## src/rtl/d_fetch_queue_if.sv

```systemverilog
// Fetch-to-decode bundle interface: fetch push side, decode control, registered D outputs.
interface d_fetch_queue_if #(
  parameter int DEPTH = 4,
  parameter int VAL_W = 64
);
  localparam int CW = $clog2(DEPTH + 1);

  logic             f_valid;
  logic [3:0]       f_stat, f_icode, f_ifun, f_rA, f_rB;
  logic [VAL_W-1:0] f_valC, f_valP;
  logic             f_ready;
  logic             D_stall, D_bubble;
  logic [3:0]       D_stat, D_icode, D_ifun, D_rA, D_rB;
  logic [VAL_W-1:0] D_valC, D_valP;
  logic             D_valid;
  logic [CW-1:0]    count;

  modport master (
    output f_valid, f_stat, f_icode, f_ifun, f_rA, f_rB, f_valC, f_valP,
    output D_stall, D_bubble,
    input  f_ready, D_stat, D_icode, D_ifun, D_rA, D_rB, D_valC, D_valP, D_valid, count
  );

  modport slave (
    input  f_valid, f_stat, f_icode, f_ifun, f_rA, f_rB, f_valC, f_valP,
    input  D_stall, D_bubble,
    output f_ready, D_stat, D_icode, D_ifun, D_rA, D_rB, D_valC, D_valP, D_valid, count
  );
endinterface

```

## src/rtl/d_fetch_queue.sv

```systemverilog
// Decode register fronted by a DEPTH-entry FIFO so fetch can run ahead of a stalled decode.
// Stall holds D; bubble loads a nop and discards every queued (wrong-path) bundle.
module d_fetch_queue #(
  parameter int         DEPTH     = 4,
  parameter int         VAL_W     = 64,
  parameter logic [3:0] STAT_AOK  = 4'b1000,
  parameter logic [3:0] ICODE_NOP = 4'b0001
) (
  input logic           clk,
  input logic           rst_n,
  d_fetch_queue_if.slave bus
);
  localparam int PW = $clog2(DEPTH);
  localparam int CW = $clog2(DEPTH + 1);

  typedef struct packed {
    logic [3:0]       stat;
    logic [3:0]       icode;
    logic [3:0]       ifun;
    logic [3:0]       rA;
    logic [3:0]       rB;
    logic [VAL_W-1:0] valC;
    logic [VAL_W-1:0] valP;
  } bundle_t;

  localparam bundle_t NOP = '{stat: STAT_AOK, icode: ICODE_NOP, ifun: '0, rA: '0,
                              rB: '0, valC: '0, valP: '0};

  bundle_t       mem_q [DEPTH];
  bundle_t       d_q, d_d, f_b;
  logic          dv_q, dv_d;
  logic [PW-1:0] wp_q, wp_d, rp_q, rp_d;
  logic [CW-1:0] cnt_q, cnt_d;
  logic          push, wr_en;

  assign f_b  = '{stat: bus.f_stat, icode: bus.f_icode, ifun: bus.f_ifun, rA: bus.f_rA,
                  rB: bus.f_rB, valC: bus.f_valC, valP: bus.f_valP};
  // Readiness looks at occupancy only: a full queue never borrows the slot freed by a same-cycle pop.
  assign bus.f_ready = (cnt_q < CW'(DEPTH));
  assign push        = bus.f_valid && bus.f_ready;

  always_comb begin
    d_d   = d_q;
    dv_d  = dv_q;
    cnt_d = cnt_q;
    wp_d  = wp_q;
    rp_d  = rp_q;
    wr_en = 1'b0;
    if (bus.D_stall) begin
      if (push) begin
        wr_en = 1'b1;
        wp_d  = wp_q + PW'(1);
        cnt_d = cnt_q + CW'(1);
      end
    end else if (bus.D_bubble) begin
      d_d   = NOP;
      dv_d  = 1'b0;
      cnt_d = '0;
      wp_d  = '0;
      rp_d  = '0;
    end else if (cnt_q != '0) begin
      d_d   = mem_q[rp_q];
      dv_d  = 1'b1;
      rp_d  = rp_q + PW'(1);
      cnt_d = cnt_q - CW'(1) + CW'(push);
      if (push) begin
        wr_en = 1'b1;
        wp_d  = wp_q + PW'(1);
      end
    end else if (push) begin
      // Empty queue: bypass straight into D, same latency as a plain pipeline register.
      d_d  = f_b;
      dv_d = 1'b1;
    end else begin
      d_d  = NOP;
      dv_d = 1'b0;
    end
  end

  always_ff @(posedge clk or negedge rst_n) begin
    if (!rst_n) begin
      d_q   <= NOP;
      dv_q  <= 1'b0;
      cnt_q <= '0;
      wp_q  <= '0;
      rp_q  <= '0;
    end else begin
      d_q   <= d_d;
      dv_q  <= dv_d;
      cnt_q <= cnt_d;
      wp_q  <= wp_d;
      rp_q  <= rp_d;
    end
  end

  // Storage needs no reset; occupancy and pointers decide what is valid.
  always_ff @(posedge clk) begin
    if (wr_en) mem_q[wp_q] <= f_b;
  end

  assign bus.D_stat  = d_q.stat;
  assign bus.D_icode = d_q.icode;
  assign bus.D_ifun  = d_q.ifun;
  assign bus.D_rA    = d_q.rA;
  assign bus.D_rB    = d_q.rB;
  assign bus.D_valC  = d_q.valC;
  assign bus.D_valP  = d_q.valP;
  assign bus.D_valid = dv_q;
  assign bus.count   = cnt_q;
endmodule

```

## src/flat_wrapper.sv

```systemverilog
// flat-port wrapper written by rule: the top's interface ports become plain ports
module d_fetch_queue_flat 
#(
  parameter int         DEPTH     = 4,
  parameter int         VAL_W     = 64,
  parameter logic [3:0] STAT_AOK  = 4'b1000,
  parameter logic [3:0] ICODE_NOP = 4'b0001
)
  (clk, rst_n, bus_f_valid, bus_f_stat, bus_f_icode, bus_f_ifun, bus_f_rA, bus_f_rB, bus_f_valC, bus_f_valP, bus_D_stall, bus_D_bubble, bus_f_ready, bus_D_stat, bus_D_icode, bus_D_ifun, bus_D_rA, bus_D_rB, bus_D_valC, bus_D_valP, bus_D_valid, bus_count);
  d_fetch_queue_if #(.DEPTH(DEPTH), .VAL_W(VAL_W)) bus_i ();
  input logic clk;
  input logic rst_n;
  input wire logic [$bits(bus_i.f_valid)-1:0] bus_f_valid;
  input wire logic [$bits(bus_i.f_stat)-1:0] bus_f_stat;
  input wire logic [$bits(bus_i.f_icode)-1:0] bus_f_icode;
  input wire logic [$bits(bus_i.f_ifun)-1:0] bus_f_ifun;
  input wire logic [$bits(bus_i.f_rA)-1:0] bus_f_rA;
  input wire logic [$bits(bus_i.f_rB)-1:0] bus_f_rB;
  input wire logic [$bits(bus_i.f_valC)-1:0] bus_f_valC;
  input wire logic [$bits(bus_i.f_valP)-1:0] bus_f_valP;
  input wire logic [$bits(bus_i.D_stall)-1:0] bus_D_stall;
  input wire logic [$bits(bus_i.D_bubble)-1:0] bus_D_bubble;
  output wire logic [$bits(bus_i.f_ready)-1:0] bus_f_ready;
  output wire logic [$bits(bus_i.D_stat)-1:0] bus_D_stat;
  output wire logic [$bits(bus_i.D_icode)-1:0] bus_D_icode;
  output wire logic [$bits(bus_i.D_ifun)-1:0] bus_D_ifun;
  output wire logic [$bits(bus_i.D_rA)-1:0] bus_D_rA;
  output wire logic [$bits(bus_i.D_rB)-1:0] bus_D_rB;
  output wire logic [$bits(bus_i.D_valC)-1:0] bus_D_valC;
  output wire logic [$bits(bus_i.D_valP)-1:0] bus_D_valP;
  output wire logic [$bits(bus_i.D_valid)-1:0] bus_D_valid;
  output wire logic [$bits(bus_i.count)-1:0] bus_count;
  assign bus_i.f_valid = bus_f_valid;
  assign bus_i.f_stat = bus_f_stat;
  assign bus_i.f_icode = bus_f_icode;
  assign bus_i.f_ifun = bus_f_ifun;
  assign bus_i.f_rA = bus_f_rA;
  assign bus_i.f_rB = bus_f_rB;
  assign bus_i.f_valC = bus_f_valC;
  assign bus_i.f_valP = bus_f_valP;
  assign bus_i.D_stall = bus_D_stall;
  assign bus_i.D_bubble = bus_D_bubble;
  assign bus_f_ready = bus_i.f_ready;
  assign bus_D_stat = bus_i.D_stat;
  assign bus_D_icode = bus_i.D_icode;
  assign bus_D_ifun = bus_i.D_ifun;
  assign bus_D_rA = bus_i.D_rA;
  assign bus_D_rB = bus_i.D_rB;
  assign bus_D_valC = bus_i.D_valC;
  assign bus_D_valP = bus_i.D_valP;
  assign bus_D_valid = bus_i.D_valid;
  assign bus_count = bus_i.count;
  d_fetch_queue #(.DEPTH(DEPTH), .VAL_W(VAL_W), .STAT_AOK(STAT_AOK), .ICODE_NOP(ICODE_NOP)) u_core (.clk(clk), .rst_n(rst_n), .bus(bus_i));
endmodule
```

## config.mk

```make
export PLATFORM = sky130hd
export DESIGN_NAME = d_fetch_queue_flat
export DESIGN_NICKNAME = d
export VERILOG_FILES = /design/src/rtl/d_fetch_queue_if.sv /design/src/rtl/d_fetch_queue.sv /design/src/flat_wrapper.sv
export SDC_FILE = /design/constraint.sdc
export NUM_CORES = 1
export LEC_CHECK = 0
export BUFFER_PORTS_ARGS = -buffer_cell sky130_fd_sc_hd__buf_2
export CORE_MARGIN = 3
export CORE_UTILIZATION = 45
export DETAILED_ROUTE_END_ITERATION = 7
export HOLD_SLACK_MARGIN = 0.03
export MAX_ROUTING_LAYER = met4
export PLACE_DENSITY = 0.62
export SYNTH_ARGS = -nofsm -noshare
export SYNTH_HDL_FRONTEND = slang
export SYNTH_SLANG_ARGS = --single-unit
```

## constraint.sdc

```tcl
create_clock -name clk -period 6.25 [get_ports clk]
set_input_delay 0 -clock clk [delete_from_list [all_inputs] [get_ports clk]]
set_output_delay 0 -clock clk [all_outputs]
set_load 0.1 [all_outputs]
```

* Yosys cells after proc, flatten, opt, wreduce, memory -nomap -nowiden
Memories as Yosys holds them, arrays and structs flattened.
Index checks and enable logic that the tools add are counted.
W data, S select, Z words.
** Storage, ports and cells
- Register bits :: 156
- Bits in latches :: 0
- Bits in writable memories :: 592
- Memory bits (read-only) :: 0
- Output and inout port bits :: 153
- Memories :: 1
** Operators by class
- Add/subtract/negate cells :: 5
- Multipliers :: 0
- Div/mod/pow operators :: 0
- Order comparisons :: 1
- Equality and inequality tests :: 1
- Shift operators :: 0
- Multiplexer cells :: 21
- Bitwise logic cells :: 1
- Reductions and logical operators :: 6
** Memory list
- u_core.mem_q :: depth 4, bits a word 148, read ports 1, clocked after Yosys merged registers in 0, wr ports 1, line d_fetch_queue.sv:29 : bundle_t mem_q [DEPTH];
** Operator list (count)
- $mux W148 :: 3
- $mux W2 :: 6
- $mux W3 :: 4
- $mux W1 :: 8
- $reduce_bool A3 Y1 :: 2
- $add A2 B1 Y2 const B :: 2
- $reduce_and A2 Y1 :: 2
- $add A3 B1 Y3 :: 1
- $add A3 B1 Y3 const B :: 1
- $lt A3 B3 Y1 const B :: 1
- $sub A3 B1 Y3 const B :: 1
- $ne A2 B1 Y1 const B :: 1
- $reduce_bool A2 Y1 :: 1
- $logic_and A1 B1 Y1 :: 1
- $not A1 Y1 :: 1

* Logic depth before layout (Yosys ltp)
Gate-level depths: netlist of the first run.
- Depth in word-level cells :: 8
- Mapped depth :: 9
- Mapped depth without buffers :: 7

* Worst setup path after synthesis of the first run
No wires, ideal clock.
- Path type :: register to register
- From :: register u_core.cnt_q[0], in the netlist u_core.bus.count[0]
- To :: memory u_core.mem_q[0][0] (netlist bit), enable pin
- Setup time :: 0.526 ns
- Arrival time :: 5.316 ns
- Required time :: 5.724 ns
- Path slack :: 0.409 ns
- Stages on the path, launching flop included :: 6
- Period minus slack after synthesis :: 5.841 ns
- Path through :: dfrtp_1 inv_1 ha_1 or2_2 a21oi_1 and2_1
** Between the ends
- Cells in the longest elaborated chain, start to end :: 8
- Elaborated cells between the ends (all ways) :: 9
- Classes of those cells :: 1 x order compare; 6 x mux; 2 x reduce/logical
** RTL lines
- from (decl) :: line d_fetch_queue.sv:33 : logic [CW-1:0] cnt_q, cnt_d;
- from (signal assigned) :: line d_fetch_queue.sv:90 : cnt_q <= cnt_d;
- $lt A3 B3 Y1 :: line d_fetch_queue.sv:39 : assign bus.f_ready = (cnt_q < CW'(DEPTH));
- $logic_and A1 B1 Y1 :: line d_fetch_queue.sv:40 : assign push = bus.f_valid && bus.f_ready;
- $mux W1 :: line d_fetch_queue.sv:50, d_fetch_queue.sv:66
- $mux W1 :: line d_fetch_queue.sv:61 : end else if (cnt_q != '0) begin
- $mux W1 :: line d_fetch_queue.sv:55 : end else if (bus.D_bubble) begin
- $mux W1 (*) :: line d_fetch_queue.sv:49 : if (bus.D_stall) begin
- $mux W1 (*) :: line d_fetch_queue.sv:98 : if (wr_en) mem_q[wp_q] <= f_b;
- $mux W1 (not written as such) (*) :: line d_fetch_queue.sv:98
- to (decl) :: line d_fetch_queue.sv:29
Mark *: on every way between the ends. The rest lies on a longest branch, timed or not.

* Final worst setup path of the first run
- From :: register u_core.cnt_q[0], in the netlist u_core.bus.count[0]
- To :: memory u_core.mem_q[2][73] (netlist bit), enable pin
Same word-level chain as after synthesis.

==> flow_summary.yaml, run 1 <==
outcome:
  violations: "design-rule violations"
  status: "finished with violations"
pwr:
  p_per_area_nw_per_um2: 511.6
  p_int_mw: 10.84
  sw_frac_of_total_pct: 38.52
  sequentialPowerShare_pct: 38.5
  clockPowerShare_pct: 27.4
  power_mw: 17.62
  switchingPower_mw: 6.789
  ir_worst_vdd_v: 0.0003865
  p_comb_share_pct: 34.1
  leakage_nw: 13.31
sta:
  fin_tns_setup_ns: 0
  fin_crit_ns: 3.237
  rsz0062_at_grt: "false"
  fin_crit_sh_pct: 51.80
  slew_violations: 0
  clock_skew_ns: 0.01468
  setup_viol: 0
  hold_viol: 0
  worst_pin_slew_ns: 1.077
  slew_headroom_pct: 28.21
  fmax_ghz: 0.3089
logic_synthesis:
  yosysMostFrequentCell: "edfxtp_1"
  syn-num-nets: 1501
  synth_area_leaders: "edfxtp_1, dfrtp_1, mux4_2"
  synthCells: 1340
  syn_area_um2: 27870
  synth_ff_type: "edfxtp_1"
  synth_cell_type_count: 31
  yosysSeqAreaShare_pct: 77.81
  synth-edff-count: 592
  ys_warn_count: 0
  yosys_register_bits: 748
  synth_top_cells_by_count: "edfxtp_1, dfrtp_1, inv_1, mux4_2, a222oi_1"
  synth_top_area_share_pct: 63.80
  synth_top_area_cell: "edfxtp_1"
  avgSynthCellArea_um2: 20.80
  async_reset_ff_share_pct: 20.86
floorplanning:
  die_w_um: 254.8
  die_area_um2: 64950
  ios: 306
  initial_core_util_pct: 45.83
  fp.dieH_um: 254.8
  design.core.area_um2: 60810
  core.rowCount: 90
final_layout:
  drive_gt1_share_pct: 32.07
  n_fill_cell: 4615
  postLayoutCellArea_um2: 34450
  area_growth_pct: 23.64
  final_nets: 1972
clock_network:
  cts.sinks: 748
  cts_tree: "yes"
  clk_path_buf_depth: 3
  cts_resized: 0
  cts.clk_slew.worst_paths_ns: 0.06
  cts.htree.levels: 3
  cts_setup_buffers: 0
  cts_buffers: 78
  clock_latency_ns: 0.60
  clock-root-buffer: "clkbuf_16"
place:
  io_buffers: 305
  place_hpwl_um: 34980
  placed_area_um2: 30210
  gp_congestion: 0.7516
global_routing:
  grt_pass1_vias: 15790
  grt_overflow_total: 0
  grt_first_pass_wirelength_um: 97030
  grt_max_degree: 89
  grtUsageTotal_pct: 20.56
  antenna_found_initial: 11
critical_path:
  crit_fanout: 85
  worstPathArrival_ns: 3.46
  cp-end-kind: "register"
  start_kind: "register"
  cp.required_ns: 6.48
  crit_type: "register to register"
route:
  drt-total-wl_um: 64640
  via_count: 15130
  wl_per_cell_um: 24.24
  firstDrtPassIters: 8
  viasPerCell: 5.675
  ant_nets: 0
  drtIter0Drc: 1622
  drc_errors: 4
min_path:
  hp-class: "input port to async pin"
flow_run:
  maxCapViolCount: 0
per-stage QoR:
| step | setup slack [ns] | util [%] | cells | hold slack (ns) |
|---|---|---|---|---|
| 4_1_cts | 2.952 | 56.61 | 2656 | 0.06610 |
| 3_3_place_gp | 2.989 | 49.67 | 2360 | 0.1700 |
| 3_5_place_dp | 2.972 | 49.67 | 2360 | 0.1719 |
| 2_1_floorplan | 0.4088 | - | 1340 | -0.2956 |
| 6_report | 3.013 | 56.66 | 2667 | 0.07306 |
| 5_1_grt | 2.772 | 56.66 | 2667 | 0.1272 |
cell families after synthesis:
kind of cell	Yosys count	synth area share, %
and+or+nand+nor	26	0.4714
buffers and inverters	239	3.606
AOI/OAI and AO/OA	168	5.725
DFF	748	77.81
muxes	151	12.02
adders and majority gates	8	0.3592
timing repair:
item / 4_1_cts / 5_1_grt
hold buffers: 153 / 0
endpoints found under the setup margin: 0 / 0
endpoints found under the hold margin: 827 / 0
area by class of cell:
cell class / instances / area (um2) / share of cell area (%)
antenna: 11 / 27.53 / 0.07990
clock buffer: 101 / 2132 / 6.188
clock inverter: 42 / 555.5 / 1.612
inverter: 153 / 574.3 / 1.667
multi-input combinational: 353 / 5197 / 15.09
sequential: 748 / 21690 / 62.96
tap: 782 / 978.4 / 2.840
timing repair buffer: 477 / 3297 / 9.569
path summary, 6_finish.rpt:
check | start | cells after the start | slack, ns | endpoint
setup / recovery | u_core.bus.count[0] | 6 | 3.01 | u_core.mem_q[2][73]
hold / removal | rst_n | 2 | 0.07 | u_core.bus.D_stat[0]
setup reg to reg | u_core.bus.count[0] | 6 | 3.01 | u_core.mem_q[2][73]
hold reg to reg | u_core.bus.D_valP[23] | 2 | 0.51 | u_core.bus.D_valP[23]
max in group asynchronous | rst_n | 3 | 4.73 | u_core.rp_q[0]
min in group clk | bus_f_valP[12] | 2 | 0.16 | u_core.mem_q[3][12]
placed cells by master, fill, tap and decap left out, types with 6 or more instances in the layout:
cell,synthesis,layout
edfxtp_1,592,592
buf_2,26,303
inv_1,153,153
dlygate4sd3_1,0,153
dfrtp_1,154,152
mux4_2,147,147
a222oi_1,146,146
clkbuf_16,0,81
clkbuf_1,36,17
bufinv_16,0,13
clkinv_2,0,13
buf_4,0,13
diode_2,0,11
a21oi_1,11,11
ha_1,8,8
clkinv_1,0,7
buf_12,0,7
nor2_1,6,6
per-layer routing:
metal	global-route usage (%)	routed length, um	up-vias
li1	-	-	6519
met1	27.51	26830	7942
met2	32.24	31570	592
met3	4.634	5049	81
met4	5.604	1180	0
met5	-	0	-
registers in the layout (all words and copies together), names as in the netlist:
register            flops
u_core.bus.D_valid      1
u_core.bus.D_valP      64
u_core.bus.count        3
u_core.bus.D_ifun       4
u_core.bus.D_valC      64
u_core.wp_q             2
u_core.bus.D_stat       4
u_core.mem_q          592
u_core.rp_q             2
u_core.bus.D_rB         4
u_core.bus.D_icode      4
u_core.bus.D_rA         4
power groups by stage:
stage	sequential [mW]	combinational [mW]	clock, mW
3_5_place_dp	6.90	5.98	0
2_1_floorplan	9.51	2.14	0
4_1_cts	6.81	6.08	4.95
6_report	6.79	6.01	4.82
3_3_place_gp	6.87	5.96	0
5_1_grt	6.89	6.31	5.12
critical path: stages, from the launching register on:
cell	delay, ns
dfrtp_1	0.39
inv_1	0.09
ha_1	0.27
or2_2	0.29
a21oi_1	0.29
and2_4	0.93
buf_12	0.55
Power figures use the tool's default switching activity.
==> run 2: changes to the inputs <==
==> constraint.sdc (replaced) <==
create_clock -name clk -period 3.4 [get_ports clk]
set_input_delay 0 -clock clk [delete_from_list [all_inputs] [get_ports clk]]
set_output_delay 0 -clock clk [all_outputs]
set_load 0.1 [all_outputs]
==> run 2 against run 1 <==
The flow still finishes with violations (design-rule violations). Sequential power up 80%. Worst hold slack better by 0.074 ns. Fmax up 27%. Routed wire length down 0.48%. Clock skew up 0.0019 ns. Global-route usage about the same. Critical endpoint is now u_core.bus.D_valC[34]. Highest routed layer unchanged.
==> flow_summary.yaml, run 2 (synthesized netlist as in run 1, its figures left out) <==
outcome:
  status: "finished with violations"
  violations: "design-rule violations"
global_routing:
  antenna_found_initial: 5
  grt_pass1_vias: 16080
  grt_overflow_total: 0
  grt_max_degree: 79
  grt_first_pass_wirelength_um: 97440
  grtUsageTotal_pct: 20.54
critical_path:
  start_kind: "register"
  crit_start: "u_core.bus.count[0]"
  cpMostUsedCell: "inv_1"
  crit_type: "register to register"
  path_delay_family: "buffers and inverters"
  slowest_delay_ns: 0.48
  cpMaxStageDelayCell: "nor2b_1"
  worstPathArrival_ns: 3.04
  reg2reg_from: "u_core.bus.count[0]"
  crit_chain: "inv_1 > ha_1 > nor2b_1 > nor3_2 > buf_4 > a222oi_1 > inv_1"
  cp-end-kind: "register"
  cp.required_ns: 3.88
  crit_buf_inv: 3
  crit_fanout: 69
clock_network:
  cts_tree: "yes"
  clock_latency_ns: 0.61
  clk_path_buf_depth: 3
  cts_buffers: 77
  cts_resized: 0
  cts.clk_slew.worst_paths_ns: 0.06
  cts.htree.levels: 3
  cts.sinks: 748
  clock-root-buffer: "clkbuf_16"
final_layout:
  drive_gt1_share_pct: 33.16
  final_nets: 1997
  postLayoutCellArea_um2: 34750
  final_common_cell: "edfxtp_1"
  stdcell_count: 2687
  layout_common_cells: "edfxtp_1, buf_2, inv_1, dlygate4sd3_1, dfrtp_1"
  top_register: "u_core.mem_q"
  area_growth_pct: 24.72
  largest_register_ffs: 592
sta:
  hold_viol: 0
  worst_pin_slew_ns: 1.000
  fmax_ghz: 0.3912
  slew_headroom_pct: 33.33
  setup_viol: 0
  fin_tns_setup_ns: 0
  rsz0062_at_grt: "false"
  clock_skew_ns: 0.01662
  hold_slack_ns: 0.1469
  fin_crit_sh_pct: 75.18
  fin_crit_ns: 2.556
  slew_violations: 0
place:
  place_hpwl_um: 36290
  dp.cells: 2385
  gp_congestion: 0.7471
  io_buffers: 305
  placed_area_um2: 30670
route:
  firstDrtPassIters: 8
  ant_nets: 0
  wl_met2_um: 31250
  wl_per_cell_um: 23.94
  drc_errors: 12
  viasPerCell: 5.677
  routed-wl-met3_um: 4893
  via_count: 15260
  highest_layer: "met4"
  drtIter0Drc: 1632
  drt-total-wl_um: 64330
  wl_met1_um: 26470
min_path:
  hp-start: "bus_f_stat[2]"
  hp-class: "input port to register"
floorplanning:
  die_area_um2: 64950
  fp.dieH_um: 254.8
  core.rowCount: 90
  die_w_um: 254.8
  initial_core_util_pct: 45.83
  design.core.area_um2: 60810
  ios: 306
pwr:
  power_mw: 31.99
  p_per_area_nw_per_um2: 920.6
  leakage_nw: 13.46
  ir_worst_vdd_v: 0.0007122
flow_run:
  maxCapViolCount: 0
[run 2: cell types whose count changed in the layout (fill, tap and decap cells not counted), moves of 3 or more]
cell and delta:
buf_12 +22, buf_4 +3, bufinv_16 -8, clkbuf_8 +4, clkinv_2 +7, diode_2 -6
[run 2: final cells by class]
type / instances / area (um2)
antenna: 5 / 12.51
clock buffer: 104 / 2162
clock inverter: 39 / 347.8
fill: 4586 / 26060
inverter: 153 / 574.3
multi-input combinational: 353 / 5197
sequential: 748 / 21690
tap: 782 / 978.4
timing repair buffer: 503 / 3787
[run 2: final timing paths]
check | cells past startpoint | endpoint | slack (ns)
max | 7 | u_core.bus.D_valC[34] | 0.84
min reg2reg | 2 | u_core.bus.D_stat[0] | 0.50
max reg2reg | 7 | u_core.bus.D_valC[34] | 0.84
max in group asynchronous | 4 | u_core.bus.D_valC[45] | 2.43
min | 2 | u_core.mem_q[0][146] | 0.15
min in group asynchronous | 4 | u_core.bus.D_rA[1] | 0.57
[run 2: metrics by stage]
stage | utilization, % | setup WS, ns
after global placement | 50.44 | 0.9386
after CTS | 57.13 | 0.8610
after detailed placement | 50.44 | 0.8776
after floorplan | - | 0.2349
after global routing | 57.15 | 0.6154
final | 57.15 | 0.8437
[run 2: layer usage]
metal	up-vias	GRT usage (%)
met4	0	6.157
met3	108	4.878
met5	-	-
met2	598	32.03
met1	7963	27.23
li1	6586	-
[run 2: where the power goes]
part / total, mW / internal, mW / leakage [nW] / switching, mW
logic: 11.5 / 3.09 / 4.80 / 8.39
registers: 12.2 / 11.6 / 7.41 / 0.683
clock network: 8.26 / 4.86 / 1.24 / 3.40
total: 32.0 / 19.5 / 13.5 / 12.5
[run 2: what timing repair did]
item,4_1_cts,5_1_grt
hold endpoints to repair,902,0
buffers inserted,0,0
hold buffers,154,0
endpoints found under the setup margin,0,0
[run 2: worst reg2reg max path, delay by kind of cell (launching register included)]
| kind | cells | cell delay (ns) |
|---|---|---|
| buf+inv | 3 | 0.64 |
| simple gates | 2 | 0.60 |
| compound gates | 1 | 0.51 |
| flops | 1 | 0.42 |
| fa+ha+maj | 1 | 0.26 |
